--- src/rtl/mastermind_engine.sv ---
// mastermind_engine: parametrised Mastermind core; scores guesses one peg, then one colour, per cycle.
// Optional per-turn history buffer and read port: define MASTERMIND_HISTORY_EN.
module mastermind_engine #(
    parameter int PEGS      = 4,
    parameter int COLOR_W   = 3,
    parameter int MAX_TURNS = 8
) (
    input  logic                                          clk,
    input  logic                                          reset,
    input  logic                                          new_game,
    input  logic [PEGS*COLOR_W-1:0]                       secret_in,
    input  logic [PEGS*COLOR_W-1:0]                       guess_in,
    input  logic                                          guess_valid,
    output logic                                          guess_ready,
    output logic                                          score_valid,
    output logic [$clog2(PEGS+1)-1:0]                     exact_count,
    output logic [$clog2(PEGS+1)-1:0]                     partial_count,
    output logic [$clog2(MAX_TURNS+1)-1:0]                turn_count,
    output logic                                          game_over,
    output logic                                          win,
    input  logic [((MAX_TURNS>1)?$clog2(MAX_TURNS):1)-1:0] hist_rd_idx,
    output logic [PEGS*COLOR_W-1:0]                       hist_rd_guess,
    output logic [$clog2(PEGS+1)-1:0]                     hist_rd_exact,
    output logic [$clog2(PEGS+1)-1:0]                     hist_rd_partial
);

    localparam int CODE_W = PEGS * COLOR_W;
    localparam int CNT_W  = $clog2(PEGS + 1);
    localparam int TURN_W = $clog2(MAX_TURNS + 1);
    localparam int HIDX_W = (MAX_TURNS > 1) ? $clog2(MAX_TURNS) : 1;
    localparam int PIDX_W = (PEGS > 1) ? $clog2(PEGS) : 1;
    localparam int NCOL   = 1 << COLOR_W;

    typedef enum logic [2:0] {
        IDLE,
        PLAY,
        SCORE_PEG,
        SCORE_COLOR,
        REPORT,
        DONE
    } state_t;

    state_t              state_q;
    logic [CODE_W-1:0]   secret_q;
    logic [CODE_W-1:0]   guess_q;
    logic [PIDX_W-1:0]   peg_q;
    logic [COLOR_W-1:0]  col_q;
    logic [CNT_W-1:0]    exact_q;
    logic [CNT_W-1:0]    sum_q;
    logic [CNT_W-1:0]    shist_q [NCOL];
    logic [CNT_W-1:0]    ghist_q [NCOL];
    logic                guess_ready_q;
    logic                score_valid_q;
    logic                game_over_q;
    logic                win_q;
    logic [CNT_W-1:0]    exact_count_q;
    logic [CNT_W-1:0]    partial_count_q;
    logic [TURN_W-1:0]   turn_count_q;

    logic [COLOR_W-1:0]  speg;
    logic [COLOR_W-1:0]  gpeg;
    logic [CNT_W-1:0]    min_c;
    logic [CNT_W-1:0]    sum_d;
    logic [CNT_W-1:0]    exact_d;
    logic [CNT_W-1:0]    partial_d;
    logic [TURN_W-1:0]   turn_d;
    logic                last_peg;
    logic                last_col;

    assign guess_ready   = guess_ready_q;
    assign score_valid   = score_valid_q;
    assign exact_count   = exact_count_q;
    assign partial_count = partial_count_q;
    assign turn_count    = turn_count_q;
    assign game_over     = game_over_q;
    assign win           = win_q;

    // Select the current peg pair and form the next accumulator values
    always_comb begin
        speg = '0;
        gpeg = '0;
        for (int i = 0; i < PEGS; i++) begin
            if (peg_q == PIDX_W'(i)) begin
                speg = secret_q[i*COLOR_W +: COLOR_W];
                gpeg = guess_q[i*COLOR_W +: COLOR_W];
            end
        end
        min_c     = (shist_q[col_q] < ghist_q[col_q]) ? shist_q[col_q] : ghist_q[col_q];
        sum_d     = sum_q + min_c;
        exact_d   = exact_q + CNT_W'(speg == gpeg);
        partial_d = sum_d - exact_q;
        turn_d    = turn_count_q + TURN_W'(1);
        last_peg  = (peg_q == PIDX_W'(PEGS - 1));
        last_col  = &col_q;
    end

    // Game FSM: accept, score peg-by-peg then colour-by-colour, report, end game
    always_ff @(posedge clk) begin
        if (reset) begin
            state_q         <= IDLE;
            secret_q        <= '0;
            guess_q         <= '0;
            peg_q           <= '0;
            col_q           <= '0;
            exact_q         <= '0;
            sum_q           <= '0;
            guess_ready_q   <= 1'b0;
            score_valid_q   <= 1'b0;
            game_over_q     <= 1'b0;
            win_q           <= 1'b0;
            exact_count_q   <= '0;
            partial_count_q <= '0;
            turn_count_q    <= '0;
            for (int c = 0; c < NCOL; c++) begin
                shist_q[c] <= '0;
                ghist_q[c] <= '0;
            end
        end else if (new_game) begin
            state_q         <= PLAY;
            secret_q        <= secret_in;
            guess_ready_q   <= 1'b1;
            score_valid_q   <= 1'b0;
            game_over_q     <= 1'b0;
            win_q           <= 1'b0;
            exact_count_q   <= '0;
            partial_count_q <= '0;
            turn_count_q    <= '0;
        end else begin
            score_valid_q <= 1'b0;
            unique case (state_q)
                IDLE: begin
                end
                PLAY: begin
                    if (guess_valid) begin
                        guess_q       <= guess_in;
                        guess_ready_q <= 1'b0;
                        peg_q         <= '0;
                        col_q         <= '0;
                        exact_q       <= '0;
                        sum_q         <= '0;
                        for (int c = 0; c < NCOL; c++) begin
                            shist_q[c] <= '0;
                            ghist_q[c] <= '0;
                        end
                        state_q <= SCORE_PEG;
                    end
                end
                SCORE_PEG: begin
                    exact_q       <= exact_d;
                    shist_q[speg] <= shist_q[speg] + CNT_W'(1);
                    ghist_q[gpeg] <= ghist_q[gpeg] + CNT_W'(1);
                    peg_q         <= peg_q + PIDX_W'(1);
                    if (last_peg) begin
                        state_q <= SCORE_COLOR;
                    end
                end
                SCORE_COLOR: begin
                    sum_q <= sum_d;
                    col_q <= col_q + COLOR_W'(1);
                    if (last_col) begin
                        exact_count_q   <= exact_q;
                        partial_count_q <= partial_d;
                        score_valid_q   <= 1'b1;
                        turn_count_q    <= turn_d;
                        if (exact_q == CNT_W'(PEGS)) begin
                            win_q       <= 1'b1;
                            game_over_q <= 1'b1;
                        end else if (turn_d == TURN_W'(MAX_TURNS)) begin
                            win_q       <= 1'b0;
                            game_over_q <= 1'b1;
                        end
                        state_q <= REPORT;
                    end
                end
                REPORT: begin
                    if (game_over_q) begin
                        state_q <= DONE;
                    end else begin
                        state_q       <= PLAY;
                        guess_ready_q <= 1'b1;
                    end
                end
                DONE: begin
                end
                default: state_q <= IDLE;
            endcase
        end
    end

`ifdef MASTERMIND_HISTORY_EN
    logic [CODE_W-1:0]    hg_q [MAX_TURNS];
    logic [CNT_W-1:0]     he_q [MAX_TURNS];
    logic [CNT_W-1:0]     hp_q [MAX_TURNS];
    logic [MAX_TURNS-1:0] hv_q;
    logic                 hist_we;
    logic [HIDX_W-1:0]    wr_idx;

    assign hist_we = (state_q == SCORE_COLOR) && last_col && !new_game && !reset;
    assign wr_idx  = HIDX_W'(turn_count_q);

    // Valid bits gate reads so stale entries from a prior game read as zero
    always_ff @(posedge clk) begin
        if (reset || new_game) begin
            hv_q <= '0;
        end else if (hist_we) begin
            hv_q[wr_idx] <= 1'b1;
        end
    end

    // Entry payload is written alongside the score report
    always_ff @(posedge clk) begin
        if (hist_we) begin
            hg_q[wr_idx] <= guess_q;
            he_q[wr_idx] <= exact_q;
            hp_q[wr_idx] <= partial_d;
        end
    end

    // Combinational read; unwritten or out-of-range indexes give zero
    always_comb begin
        hist_rd_guess   = '0;
        hist_rd_exact   = '0;
        hist_rd_partial = '0;
        for (int t = 0; t < MAX_TURNS; t++) begin
            if (hist_rd_idx == HIDX_W'(t) && hv_q[t]) begin
                hist_rd_guess   = hg_q[t];
                hist_rd_exact   = he_q[t];
                hist_rd_partial = hp_q[t];
            end
        end
    end
`else
    logic unused_hist_idx;

    assign unused_hist_idx = ^hist_rd_idx;
    assign hist_rd_guess   = '0;
    assign hist_rd_exact   = '0;
    assign hist_rd_partial = '0;
`endif

endmodule

--- config.mk ---
export PLATFORM = sky130hd
export DESIGN_NAME = mastermind_engine
export DESIGN_NICKNAME = d
export VERILOG_FILES = /design/src/rtl/mastermind_engine.sv
export SDC_FILE = /design/constraint.sdc
export NUM_CORES = 1
export LEC_CHECK = 0
export CORE_UTILIZATION = 38
export DETAILED_ROUTE_END_ITERATION = 7
export PLACE_DENSITY_LB_ADDON = 0.1
export SLEW_MARGIN = 10
export SYNTH_ARGS = -nofsm -noshare
export SYNTH_HDL_FRONTEND = slang
export SYNTH_SLANG_ARGS = --single-unit
--- constraint.sdc ---
create_clock -name clk -period 9 [get_ports clk]
set_clock_uncertainty 0.15 [all_clocks]
set_input_delay 2.25 -clock clk [delete_from_list [all_inputs] [get_ports clk]]
set_output_delay 2.25 -clock clk [all_outputs]
set_load 0.01 [all_outputs]
==> results.md <==
- Outcome: complete, no violations
- Slew margin rel.: 21.2%
- Die Span Y: 122 um
- Root Driver: clkbuf_16
- Starting density of the core: 39.0%
- Share of layout cells above drive strength 1: 5.53%
- Final setup margin: 4.14 ns
- Area Overhead vs Synth: 13.8%
- Final setup viols: 0
- Detailed Place HPWL: 8.26 mm
- Netlist cell types: 46
- Final Hold Fails: 0
- Max-Cap Viols: 0
- Max Freq: 0.206 GHz
- Congestion Overflow GR: 0
- First-pass GRT wire length: 18.9 mm
- Total CTS buffers: 9
- # resized after CTS: 0
- CP arrival: 4.71 ns
- Hold_buf cts: 0
- Largest net degree at the start of global routing: 42
- Cell count after synthesis: 528
- Final period utilization: 54.0%
- Clock latency on the worst-skew pair: 0.36 ns
- DR iter-0 viols: 195
- Average wire per standard cell: 16.0 um
- First-pass DRT Iterations: 7
- ANT cells: 0
- Worst Path Required: 8.85 ns
- Num rows: 43
- Worst-margin pin slew: 1.17 ns
- Mean area per synthesized cell: 10.3 um2
- Die X: 122 um
- Setup Total Neg Slack: 0 ns
- Final std cells w/o fill: 741
- Pleak: 2.27 nW
- I/O pin total: 63
- Class of the worst hold path: reg2reg
- DP Worst Slack: 3.88 ns
- Setup crit end kind: flop
- NumNets Final: 605
- Slowest stage cell on the critical path: nor4_2
- Slew Limit Fails: 0
- YS warnings: 0
- Post-synth EDFFs: 48
- Sequential area share after synthesis: 46.8%
- Crit path max-delay family: simple AND/OR/NAND/NOR gates
- Buffers & Inverters on Critical Path: 2
- H-Tree Depth: 3
- Final wirelength: 11.9 mm
- VDD IR max: 91.5 uV
- Vias in the first global route: 3758
- Drt drc: 0
- Bufs on Longest Clock Path: 2
- Critical Setup Path Class: in2reg
- Synth top area cells: edfxtp_1 27%, dfxtp_1 20%, mux2i_1 7.0%
- Commonest non-fill, non-tap cells in the layout: 84 x nor2_1, 69 x nand2_1, 55 x dfxtp_1
- Pwr/cell area: 158 mW/mm2
- Clock transition at path regs: 0.07 ns
- Initial antenna violation count: 0
- Fraction of registers with async set/reset: 0%
- Top FF cell, synth: dfxtp_1
- Final RePlAce weighted congestion: 0.768
- Critical path peak fanout: 41
- Post-CTS setup buffer count: 0
- Crit-path cells: clkdlybuf4s50_1 > buf_4 > nor4_2 > nand2_1 > o21ai_0
- Synth area leader: edfxtp_1
- Via density: 5.14
- Post-DRT Antenna Nets: 0
- Placed cell count: 726
- Die area: 0.0148 mm2
- CTS tree: built
- Min cycle time layout: 4.86 ns
- Worst hold slack: 0.310 ns
- Filler instances: 1326
- CTS sink count: 103
- Port Buf Inserts: 41
- Vias: 3806
- Slowest stage delay, CP: 0.99 ns
- CP Launch Type: primary input
- Overall routing resource usage: 17.1%
- Post-Syn Area: 0.00544 mm2
- RSZ-0062 raised after global routing: false
- Core box area: 0.0139 mm2
- Most common cell after layout, fill and taps aside: nor2_1
- FF+latch count, synth: 103
- Post-synth top area share: 26.5%
[routing by layer]
layer | part of all wire (%) | wire, um | global-route usage, % | up-vias
li1 | - | - | - | 1895
met5 | 0 | 0 | 0 | -
met3 | 4.3 | 506 | 5.24 | 7
met2 | 47 | 5570 | 27.7 | 71
met4 | 0.78 | 93 | 4.71 | 0
met1 | 48 | 5690 | 21.9 | 1833
[worst paths after layout]
kind / slack (ns) / startpoint / to / depth (start not counted)
worst max register to register: 4.49 / flop / partial_count[2] / 14
worst min register to register: 0.31 / exact_count[1] / exact_count[1] / 2
worst min-delay path: 0.31 / exact_count[1] / exact_count[1] / 2
worst max-delay path: 4.14 / reset / ghist_q[3][1] / 5
[flip-flops by register name (all words and copies together), names as in the netlist, 3 cells and up, named ones only]
register and flops:
partial_count 3, secret_q 12, sum_q 3, exact_q 3, shist_q 24, state_q 3, exact_count 3, turn_count 4
ghist_q 24, col_q 3, guess_q 12
[stage by stage]
| stage | instance area [um2] | power [mW] | utilization (%) |
|---|---|---|---|
| floorplan | 5500 | 0.593 | - |
| global placement | 5910 | 0.622 | 42.4 |
| detailed placement | 5910 | 0.623 | 42.4 |
| CTS | 6190 | 0.993 | 44.4 |
| global route | 6190 | 1.02 | 44.4 |
| finish | 6190 | 0.981 | 44.4 |
[cells in the mapped netlist, types with 3 or more instances]
cell type / n
a211oi_1: 7
a21oi_1: 30
a22oi_1: 9
and2_1: 3
buf_2: 6
buf_4: 20
clkbuf_1: 16
dfxtp_1: 55
edfxtp_1: 48
ha_1: 15
inv_1: 12
mux2_2: 5
mux2i_1: 38
mux4_1: 14
nand2_1: 69
nand2b_1: 4
nand3_1: 7
nand3b_1: 7
nand4_1: 3
nor2_1: 84
nor2b_1: 8
nor3_1: 9
nor3b_1: 4
o211ai_1: 3
o21ai_0: 9
or3_1: 3
xnor2_1: 11
xor2_1: 4
[cell type report]
type / count / area [um2] / share of cell area [%]
clock buffer: 12 / 256 / 4.14
clock inverter: 3 / 18.8 / 0.303
inverter: 12 / 45.0 / 0.728
multi-input combinational: 385 / 2650 / 42.9
sequential: 103 / 2540 / 41.1
tap: 180 / 225 / 3.64
timing repair buffer: 46 / 448 / 7.24
[tightest hold or removal path, delay by kind of cell, from the launching register on]
kind               cells  cell delay [ns]
and+or+nand+nor        1             0.05
DFF                    1             0.31
AOI/OAI and AO/OA      1             0.05
[power breakdown]
group | total (mW) | leakage [nW] | switching [mW] | internal, mW
Combinational | 0.0974 | 1.18 | 0.0556 | 0.0418
Sequential | 0.515 | 0.947 | 0.0103 | 0.505
Clock | 0.368 | 0.140 | 0.167 | 0.201
Total | 0.981 | 2.27 | 0.233 | 0.748
[cells by family after synthesis]
family | count (synthesis) | synth area share (%)
multiplexers | 59 | 15.6
adder cells (fa/ha/maj) | 17 | 4.19
XOR/XNOR | 15 | 2.42
AO/OA/AOI/OAI | 68 | 8.31
other | 1 | 0.0690
AND/OR/NAND/NOR | 208 | 16.9
buffers and inverters | 57 | 5.73
flip-flops | 103 | 46.8
No activity file was read; power rests on OpenSTA's default activity.
==> RTL edit: new RTL, same flow settings <==
Register the output `exact_count` once more, cleared by the reset; this adds one clock of latency there. The other outputs are not delayed to match.
--- a/src/rtl/mastermind_engine.sv
+++ b/src/rtl/mastermind_engine.sv
@@ -69,7 +69,13 @@
 
     assign guess_ready   = guess_ready_q;
     assign score_valid   = score_valid_q;
-    assign exact_count   = exact_count_q;
+    always_ff @(posedge clk) begin
+        if (reset) begin
+            exact_count <= '0;
+        end else begin
+            exact_count <= exact_count_q;
+        end
+    end
     assign partial_count = partial_count_q;
     assign turn_count    = turn_count_q;
     assign game_over     = game_over_q;
Formal check against the unedited RTL: no difference found for any inputs over 10 cycles, from zero or initial values and one cycle with reset high; that may be too few to reach the edited logic, so the function may still have changed.
==> RTL edit against the unedited design <==
- synthesized cell count rose by 3.0%
- design area up 2.8%
- sequential cell count rose by 3
- highest routed layer unchanged
- non-clock buffer count up 2
- setup slack better by 0.055 ns
- critical endpoint is now ghist_q[5][1]$_SDFFCE_PN0P_
- register-to-register slack about the same
- first-iteration DRC count decreased by 1.0%
- count of clock-buffer cells in the layout unchanged
- area after synthesis up 2.2%
- power up 7.9%
- wire length up 1.9%
==> RTL edit: results (changes against the unedited design) <==
Post-synth top cells - 89 x nor2_1, 69 x nand2_1, 58 x dfxtp_1
Skew-Pair Late Insertion Delay - 0.36 ns (about the same)
CP arrival - 4.71 ns (about the same)
H-tree lvl count - 3 (unchanged)
Vias - 3958 (+4.0%)
root buffer cell - clkbuf_16
Total Routed Length - 12.1 mm (+1.9%)
GP Congestion - 0.770 (+0.29%)
Clock Path Buffers - 2 (unchanged)
maximum vdd drop - 0.118 mV (+29%)
Post-DP Area - 0.00603 mm^2 (+2.0%)
Clock Pin Slew Worst Setup and Hold Paths - 0.08 ns
Lkg Pwr - 2.42 nW (+6.7%)
sequential-to-total area share from yosys stat - 46.8% (+0.060 points)
crit path max fanout - 43 (+4.9%)
Ant. Diodes - 0 (unchanged)
layout cells sized above 1 - 6.92% (+1.4 points)
slew at the pin closest to its max-slew limit - 1.14 ns (-0.0333 ns)
vias in the first global route - 3865 (+2.8%)
Yosys warnings - 0 (unchanged)
first-pass GRT wire length - 19.9 mm (+5.3%)
Cell variety after synth - 51 (+11%)
initial antenna violation count - 0 (unchanged)
Place WS - 3.77 ns (-0.104 ns)
Hold Crit Class - reg -> reg
Final #Nets - 621 (+2.6%)
fill count - 1393 (+5.1%)
DRT Pass-1 Iters - 5 (-2)
Port Buf Inserts - 41 (unchanged)
Post-synth top flop - dfxtp_1
# Post-CTS Setup Buffers - 0 (unchanged)
DP Wirelength - 8.55 mm (+3.4%)
largest net degree at the start of global routing - 44 (+4.8%)
DRT iter0 DRCs - 193 (-1.0%)
number of synthesized flops with an enable pin - 48 (unchanged)
ys async rst share - 0% (unchanged)
status - finished, final reports clean
top cells by area, synth - edfxtp_1 26%, dfxtp_1 21%, mux2i_1 6.7%, nor2_1 6.0%, mux4_1 5.7%
total track usage - 17.5% (+0.40 points)
Top Registers - ghist_q x24, shist_q x24
-- RTL edit: kinds of logic (layout without fill, tap and decap cells) --
| kind of cell | after synthesis | in the layout | share of synthesized area [%] |
|---|---|---|---|
| other cells | 1 | 18 | 0.0675 |
| flops | 106 | 106 | 46.8 |
| simple gates | 213 | 213 | 17.5 |
| buf+inv | 61 | 78 | 6.03 |
| fa+ha+maj | 17 | 17 | 4.10 |
| compound gates | 71 | 71 | 7.72 |
| xor+xnor | 16 | 16 | 2.52 |
| mux | 59 | 59 | 15.2 |
-- RTL edit: final timing paths --
path	from	endpoint	slack, ns	cells after the start
max	reset	ghist_q[5][1]$_SDFFCE_PN0P_	4.20	7
min	exact_count_q[2]$_SDFFE_PP0P_	exact_count_q[2]$_SDFFE_PP0P_	0.30	2
max reg2reg	register	partial_count[2]$_SDFFE_PP0P_	4.49	14
min reg2reg	exact_count_q[2]$_SDFFE_PP0P_	exact_count_q[2]$_SDFFE_PP0P_	0.30	2
-- RTL edit: routing by layer --
layer	share of wire, %	track usage (%)
met5	0	0
met3	4.5	4.61
met2	49	28.7
met4	0.76	4.34
met1	46	22.8
-- RTL edit: area by class of cell --
cell class / count / area (um^2) / area share, %
multi-input combinational: 394 / 2690 / 42.3
timing repair buffer: 48 / 463 / 7.27
clock inverter: 4 / 31.3 / 0.491
tap: 180 / 225 / 3.54
sequential: 106 / 2600 / 40.9
inverter: 14 / 52.6 / 0.826
clock buffer: 12 / 300 / 4.72
-- RTL edit: critical path, cell delays in order --
cell	delay, ns
clkdlybuf4s50_1	0.39
buf_4	0.27
or2_1	0.49
nor3_4	0.46
nand2b_1	0.14
or3b_2	0.53
nand2_1	0.15
-- RTL edit: power by group --
group / internal (mW) / total [mW] / switching [mW]
Clock: 0.241 / 0.427 / 0.187
Combinational: 0.0431 / 0.102 / 0.0585
Sequential: 0.518 / 0.529 / 0.0113
Total: 0.802 / 1.06 / 0.256
-- RTL edit: metrics by stage --
step / util (%) / hold WS, ns / cells
2_1_floorplan: - / 0.282 / 561
3_3_place_gp: 42.8 / 0.291 / 742
3_5_place_dp: 42.8 / 0.293 / 742
4_1_cts: 45.2 / 0.304 / 758
5_1_grt: 45.2 / 0.328 / 758
6_report: 45.2 / 0.303 / 758
